## src/rtl/prince_share_io.sv

```systemverilog
// Share/unshare wrapper around the 5-share PRINCE core: masks the request with one
// fresh randomness word, runs the core with a timeout guard and recombines its result.
module prince_share_io #(
    parameter int unsigned TIMEOUT = 31,
    parameter int unsigned CW      = 5
) (
    input  logic         clk,
    input  logic         rst,
    input  logic         in_valid,
    output logic         in_ready,
    input  logic         in_enc,
    input  logic [63:0]  in_data,
    input  logic [127:0] in_key,
    input  logic         rnd_valid,
    output logic         rnd_ready,
    input  logic [255:0] rnd,
    output logic         core_en,
    output logic         core_enc,
    output logic [63:0]  core_p0,
    output logic [63:0]  core_p1,
    output logic [63:0]  core_p2,
    output logic [63:0]  core_p3,
    output logic [63:0]  core_p4,
    output logic [127:0] core_k,
    input  logic [63:0]  core_c0,
    input  logic [63:0]  core_c1,
    input  logic [63:0]  core_c2,
    input  logic [63:0]  core_c3,
    input  logic [63:0]  core_c4,
    input  logic         core_done,
    output logic         out_valid,
    input  logic         out_ready,
    output logic [63:0]  out_data,
    output logic         err
);

    typedef enum logic [1:0] {IDLE, WAIT_RND, RUN, OUT} state_e;

    state_e         state_q;
    logic [63:0]    data_q;
    logic [127:0]   key_q;
    logic           enc_q;
    logic [63:0]    p0_q, p1_q, p2_q, p3_q, p4_q;
    logic [CW-1:0]  cnt_q;
    logic [63:0]    out_data_q;
    logic           err_q;

    logic [63:0]    share_src;
    logic [63:0]    p0_d;
    logic           timeout_hit;

    // Masking straight from in_data lets a request with randomness ready skip WAIT_RND.
    assign share_src   = (state_q == IDLE) ? in_data : data_q;
    assign p0_d        = share_src ^ rnd[63:0] ^ rnd[127:64] ^ rnd[191:128] ^ rnd[255:192];
    assign timeout_hit = (cnt_q == CW'(TIMEOUT - 1));

    assign in_ready  = (state_q == IDLE);
    assign rnd_ready = ((state_q == IDLE) && in_valid) || (state_q == WAIT_RND);
    assign core_en   = (state_q == RUN);
    assign out_valid = (state_q == OUT);
    assign out_data  = out_data_q;
    assign err       = err_q;
    assign core_enc  = enc_q;
    assign core_k    = key_q;
    assign core_p0   = p0_q;
    assign core_p1   = p1_q;
    assign core_p2   = p2_q;
    assign core_p3   = p3_q;
    assign core_p4   = p4_q;

    always_ff @(posedge clk or negedge rst) begin
        if (!rst) begin
            state_q    <= IDLE;
            data_q     <= '0;
            key_q      <= '0;
            enc_q      <= 1'b0;
            p0_q       <= '0;
            p1_q       <= '0;
            p2_q       <= '0;
            p3_q       <= '0;
            p4_q       <= '0;
            cnt_q      <= '0;
            out_data_q <= '0;
            err_q      <= 1'b0;
        end else begin
            case (state_q)
                IDLE: begin
                    if (in_valid) begin
                        key_q <= in_key;
                        enc_q <= in_enc;
                        if (rnd_valid) begin
                            p0_q    <= p0_d;
                            p1_q    <= rnd[63:0];
                            p2_q    <= rnd[127:64];
                            p3_q    <= rnd[191:128];
                            p4_q    <= rnd[255:192];
                            data_q  <= '0;
                            cnt_q   <= '0;
                            state_q <= RUN;
                        end else begin
                            data_q  <= in_data;
                            state_q <= WAIT_RND;
                        end
                    end
                end
                WAIT_RND: begin
                    // The unmasked copy is wiped as soon as it has been folded into p0.
                    if (rnd_valid) begin
                        p0_q    <= p0_d;
                        p1_q    <= rnd[63:0];
                        p2_q    <= rnd[127:64];
                        p3_q    <= rnd[191:128];
                        p4_q    <= rnd[255:192];
                        data_q  <= '0;
                        cnt_q   <= '0;
                        state_q <= RUN;
                    end
                end
                RUN: begin
                    cnt_q <= cnt_q + CW'(1);
                    if (core_done) begin
                        out_data_q <= core_c0 ^ core_c1 ^ core_c2 ^ core_c3 ^ core_c4;
                        state_q    <= OUT;
                    end else if (timeout_hit) begin
                        err_q      <= 1'b1;
                        out_data_q <= '0;
                        state_q    <= OUT;
                    end
                end
                OUT: begin
                    if (out_ready) begin
                        state_q <= IDLE;
                    end
                end
                default: state_q <= IDLE;
            endcase
        end
    end

endmodule

```

## config.mk

```make
export PLATFORM = sky130hd
export DESIGN_NAME = prince_share_io
export DESIGN_NICKNAME = d
export VERILOG_FILES = /design/src/rtl/prince_share_io.sv
export SDC_FILE = /design/constraint.sdc
export NUM_CORES = 1
export LEC_CHECK = 0
export ABC_AREA = 1
export CORE_AREA = 2 2 504 506
export CTS_BUF_LIST = sky130_fd_sc_hd__clkbuf_8
export CTS_CLUSTER_SIZE = 8
export DETAILED_ROUTE_END_ITERATION = 8
export DIE_AREA = 0 0 506 508
export MAX_ROUTING_LAYER = met4
export PLACE_DENSITY = 0.4
export SYNTH_ARGS = -nofsm -noshare
export SYNTH_HDL_FRONTEND = slang
export SYNTH_SLANG_ARGS = --single-unit
```

## constraint.sdc

```tcl
create_clock -name clk -period 1.7 [get_ports clk]
set_input_delay 0.34 -clock clk [delete_from_list [all_inputs] [get_ports clk]]
set_output_delay 0.34 -clock clk [all_outputs]
set_load 0.05 [all_outputs]
```

# == Yosys cells after proc, flatten, opt, wreduce, memory -nomap -nowiden ==
# Index checks and enable logic that the tools add are counted.
# totals
register_bits,585
input_bits,775
output_inout_bits,518
elab_cells,75
# op_classes
add_sub_neg,1
n_eq_ne,8
muxes,32
n_bitwise,9
n_reduce_logical,13
# op_table
operator,n
64-bit 2-to-1 mux,16
64-bit case mux with 2 select lines,6
64-bit bitwise XOR,8
5-bit case mux with 3 select lines,1
2-bit 2-to-1 mux,6
5-bit 2-to-1 mux,2
2-bit case mux with 4 select lines,1
2-bit AND reduction,4
3-bit AND reduction,2
"5-bit by 1-bit adder with 5-bit output, second input constant",1
"5-bit equality test, second input constant",1
"2-bit equality test, second input constant",2
"2-bit inequality test, second input constant",2
4-bit AND reduction,1
2-bit nonzero test,2
"3-bit by 1-bit inequality test with 1-bit output, second input constant",1
3-bit nonzero test,1
"2-bit by 1-bit equality test with 1-bit output, second input constant",1
2-bit logical NOT,1
"2-bit by 1-bit inequality test with 1-bit output, second input constant",1
1-bit logical AND,1
1-bit logical OR,1
1-bit inverter,1

# == Longest topological paths before layout ==
# logic_depth
ltp_word,9
ltp_mapped,13
ltp_nobuf,11

# == Worst setup path before layout ==
# No wires, ideal clock.
# synth_path
path_kind,register -> output
startpoint,register state_q[1]
endpoint,output port rnd_ready
arrival_time_ns,1.944
required_ns,1.360
setup_slack_ns,-0.584
stages_incl_launch_ff,8
n_path_buf,3
cell_sequence,dfrtp_1 inv_1 ha_1 buf_6 nand2_1 buf_4 buf_6 nand2_1
# synth_between
elab_chain_cells,3
elab_cells_between_ends,4
classes_between,eq/ne (1); reduce/logical (3)
# synth_rtl
item,line,source
from (decl),39,state_e state_q;
from (signal assigned),73,state_q <= IDLE;
from (signal assigned),99,state_q <= RUN;
from (signal assigned),102,state_q <= WAIT_RND;
2-bit logical NOT,n/a,
via in_ready,10,"output logic in_ready,"
1-bit logical AND,58,assign rnd_ready = ((state_q == IDLE) && in_valid) || (state_q == WAIT_RND);
1-bit logical OR,58,
to (decl),15,"output logic rnd_ready,"
# The timed path passes the listed nets, and every way through them passes these cells.

# == Worst setup path in the final report ==
# layout_path
startpoint,register state_q[0]
endpoint,output port rnd_ready
# layout_between
elab_chain_cells,3
elab_cells_between_ends,4
classes_between,eq/ne (1); reduce/logical (3)
# layout_rtl
item,line
2-bit logical NOT,58
1-bit logical AND,58
1-bit logical OR *,58
# Every way passes the cells marked *; elsewhere a longest branch is shown, timed or not.

==> metrics.md <==
| Metric | Value |
|---|---|
| Layout Skew | 0.05175 ns |
| P_sw | 55.31 mW |
| CTS sink count | 585 |
| Sequential standard cell area | 14690 µm² |
| Worst Setup Start Kind | flip-flop |
| Layout area overhead | 89.62% |
| Combinational share of power | 0.613 |
| Hold_ws | 0.1340 ns |
| IO Count | 1293 |
| Slowest cell on crit path | dfrtp_2 |
| Max-cap violations | 0 |
| Ratio of final minimum period to clock period | 1.351 |
| Minimum clock period | 2.296 ns |
| Filler cells | 27.42k |
| Drt total wl | 196.7 mm |
| Setup ws final | -0.5964 ns |
| Fin. Hold Viols | 0 |
| R2R Path End | data_q[34]$_DFFE_PN0P_ |
| Critical R2R Launch | state_q[0]$_DFFE_PN0P_ |
| Detail Route Antenna Nets | 0 |
| Commonest non-fill, non-tap cell in the layout | nand2_1 |
| Syn Inst Count | 4173 |
| Top cells by area, synth | dfrtp_1 (47%), nand2_1 (18%), nand3_1 (7.2%) |
| Worst hold path depth | 3 |
| Outcome | complete, but fails checks |
| Max-slew violation count | 0 |
| Finished Layout Cells | 9627 |
| Row cnt | 185 |
| Multi-input logic area | 14130 µm² |
| Bufs on Longest Clock Path | 3 |
| H-tree depth | 4 |
| Crit path top cell by count | nand2_8 |
| Crit. End Element | primary output |
| CTS clock-pin slew for the worst setup and hold paths | 0.06 ns |
| DR vias/cell | 3.571 |
| Crit path max fanout | 3 |
| Worst R2R Path Depth | 10 |
| Grt ovf | 0 |
| Most frequent cells in the layout | nand2_1 (1474), clkdlybuf4s50_1 (773), inv_1 (632), dfrtp_1 (544), nand3_1 (449) |
| Failing checks | setup timing |
| Initial antenna violation count | 106 |
| Largest net degree at the start of global routing | 73 |
| Avg Cell Area, Syn | 7.538 µm² |
| Wire length on met3 | 15.92 mm |
| Clock share of power | 0.152 |
| Yosys warns | 0 |
| Vias in the first global route | 34.65k |
| R2R setup slack | -0.44 ns |
| DP Wirelength | 161.6 mm |
| Crit Path Class | reg2out |
| Met2 WL | 102.8 mm |
| CTS tree | built |
| Tot GR Track Use | 0.1506 |
| Clock tree root driver cell | clkbuf_8 |
| Buffers added on ports | 1292 |
| FF+latch count, synth | 585 |
| Placeable Area | 252300 µm² |
| Die Ht | 508 µm |
| Final setup vio count | 1097 |
| Slew headroom | 0.6223 |
| Starting Density | 0.1247 |
| Peak supply drop | 0.7197 mV |
| Drt wl/cell | 20.44 µm |
| CP Cell Sequence | inv_2 > ha_4 > buf_6 > nand2_8 > nand2_8 > buf_12 |
| Internal | 57.59 mW |
| Final net count | 6886 |
| Worst Hold Launch | in_data[37] |
| Pwr dens | 1893 nW/µm² |
| M1 WL | 68.10 mm |
| GP Congestion | 0.8704 |
| Placed cell areas | 50510 µm² |
| TritonCTS buffer count | 130 |
| Top cell type's share of synthesized area | 0.4654 |
| Initial DRC count | 1784 |
| Syn_nets | 4954 |
| Crit path DAT | 1.96 ns |
| Netlist cell types | 31 |
| Lkg Pwr | 28.82 nW |
| Worst Tran Pin Value | 0.5666 ns |
| Synthesized area | 31460 µm² |
| Share of cells above drive strength 1 | 0.2113 |
| Sequential share of power | 0.234 |
| Die width | 506 µm |
| DR vias | 34.38k |
| Synth area leader | dfrtp_1 |
| First-pass GRT wire length | 264.4 mm |
| Post-route DRC | 0 |
| Placed cell count | 8866 |
| Die ar. | 257000 µm² |
| CP peak stage delay | 0.44 ns |
| Switching Share | 0.4899 |
| Peak Freq | 435.5 MHz |
| First drt pass iteration count | 7 |
| Fin Setup TNS | -184.94 ns |
| Final Cell Area | 59640 µm² |
| RSZ-0062 raised after global routing | true |
| WHS Endpoint | data_q[37]$_DFFE_PN0P_ |
| Skew-Pair Late Insertion Delay | 0.88 ns |
| Seq/Total Area, Yosys | 0.4654 |
| Required @ worst endpoint | 1.36 ns |
| Tightest Hold Check Type | in2reg |
| Top routing layer used | met4 |
==> routing by layer <==
metal / vias up / GRT usage
met5: - / -
met4: 0 / 0.06911
met3: 356 / 0.05227
met2: 1220 / 0.2720
met1: 15780 / 0.1431
li1: 17030 / -
==> cell families (layout without fill, tap and decap cells) <==
logic type,after synthesis,count (layout),synth area share
DFF,585,585,0.4654
other,0,56,0
adders and majority gates,6,6,0.002387
muxes,129,129,0.04618
AOI/OAI and AO/OA,391,391,0.06285
and+or+nand+nor,2217,2217,0.2959
xor gates and xnor gates,121,121,0.03369
buffers and inverters,724,2756,0.09356
==> through the flow <==
stage / worst slack (ns) / util / power (mW)
2_1_floorplan: -0.04170 / - / 58.37
4_1_cts: -0.7814 / 0.2344 / 113.8
3_3_place_gp: -0.4533 / 0.2002 / 88.01
3_5_place_dp: -0.4408 / 0.2002 / 88.46
6_report: -0.5964 / 0.2364 / 112.9
5_1_grt: -0.7453 / 0.2363 / 119.3
==> cell usage after synthesis, drive strengths merged <==
| cell | n |
|---|---|
| a31o | 1 |
| a21boi | 1 |
| or2 | 62 |
| nand3 | 454 |
| mux2 | 129 |
| nor3 | 4 |
| xnor2 | 121 |
| o21bai | 1 |
| o21ai | 385 |
| nand3b | 63 |
| clkbuf | 41 |
| a21oi | 3 |
| inv | 593 |
| nand2 | 1505 |
| buf | 90 |
| nand4 | 2 |
| nor2 | 127 |
| dfrtp | 585 |
| ha | 6 |
==> area by class of cell <==
type | instances | share of cell area
diodes | 56 | 0.002349
clock buffers | 161 | 0.03715
clock inverters | 71 | 0.009188
inverters | 593 | 0.03784
multi-input cells | 2864 | 0.2370
flip-flops and latches | 585 | 0.2463
well taps | 3366 | 0.07061
repair buffers | 1930 | 0.3593
repair inverters | 1 | 0.0003356
==> worst max path at each step <==
stage                                       from                       end  slack [ns]  depth (start not counted)
after detailed placement                in_valid   core_p0[18]$_DFFE_PN0P_       -0.44                          9
after CTS                 state_q[0]$_DFFE_PN0P_                 rnd_ready       -0.78                          6
final                     state_q[0]$_DFFE_PN0P_                 rnd_ready       -0.60                          6
after global placement                  in_valid   core_p0[27]$_DFFE_PN0P_       -0.45                          9
after floorplan           state_q[0]$_DFFE_PN0P_  out_data[10]$_DFFE_PN0P_       -0.04                          8
after global routing      state_q[0]$_DFFE_PN0P_                 rnd_ready       -0.75                          6
==> worst max-delay path: cells and delay by family (launching register included) <==
kind	cells	cell delay, ns
adder cells (fa/ha/maj)	1	0.17
flip-flops	1	0.44
AND/OR/NAND/NOR	2	0.12
buffers and inverters	3	0.34
==> timing repair <==
item,4_1_cts,5_1_grt
cloned,13,14
endpoints found under the setup margin,1080,1101
hold endpoints to repair,907,0
hold buffers,324,0
setup buffers,121,1
pin swaps,11,2
gates resized for setup,385,17
==> power by group through the flow <==
stage                     Combinational [mW]  Clock (mW)  Sequential, mW
final                                   69.2        17.2            26.5
after global routing                    73.4        18.6            27.3
after floorplan                         14.0           0            44.4
after detailed placement                62.3           0            26.2
after CTS                               69.1        18.1            26.6
after global placement                  62.0           0            26.0
==> state kept, by name (all words and copies together) (netlist names) <==
| name | count |
|---|---|
| data_q | 64 |
| out_data | 64 |
| core_k | 128 |
| core_p0 | 64 |
| state_q | 2 |
| core_p3 | 64 |
| core_p4 | 64 |
| core_p2 | 64 |
| cnt_q | 5 |
| core_p1 | 64 |
| err | 1 |
| core_enc | 1 |
Power figures use the tool's default switching activity.
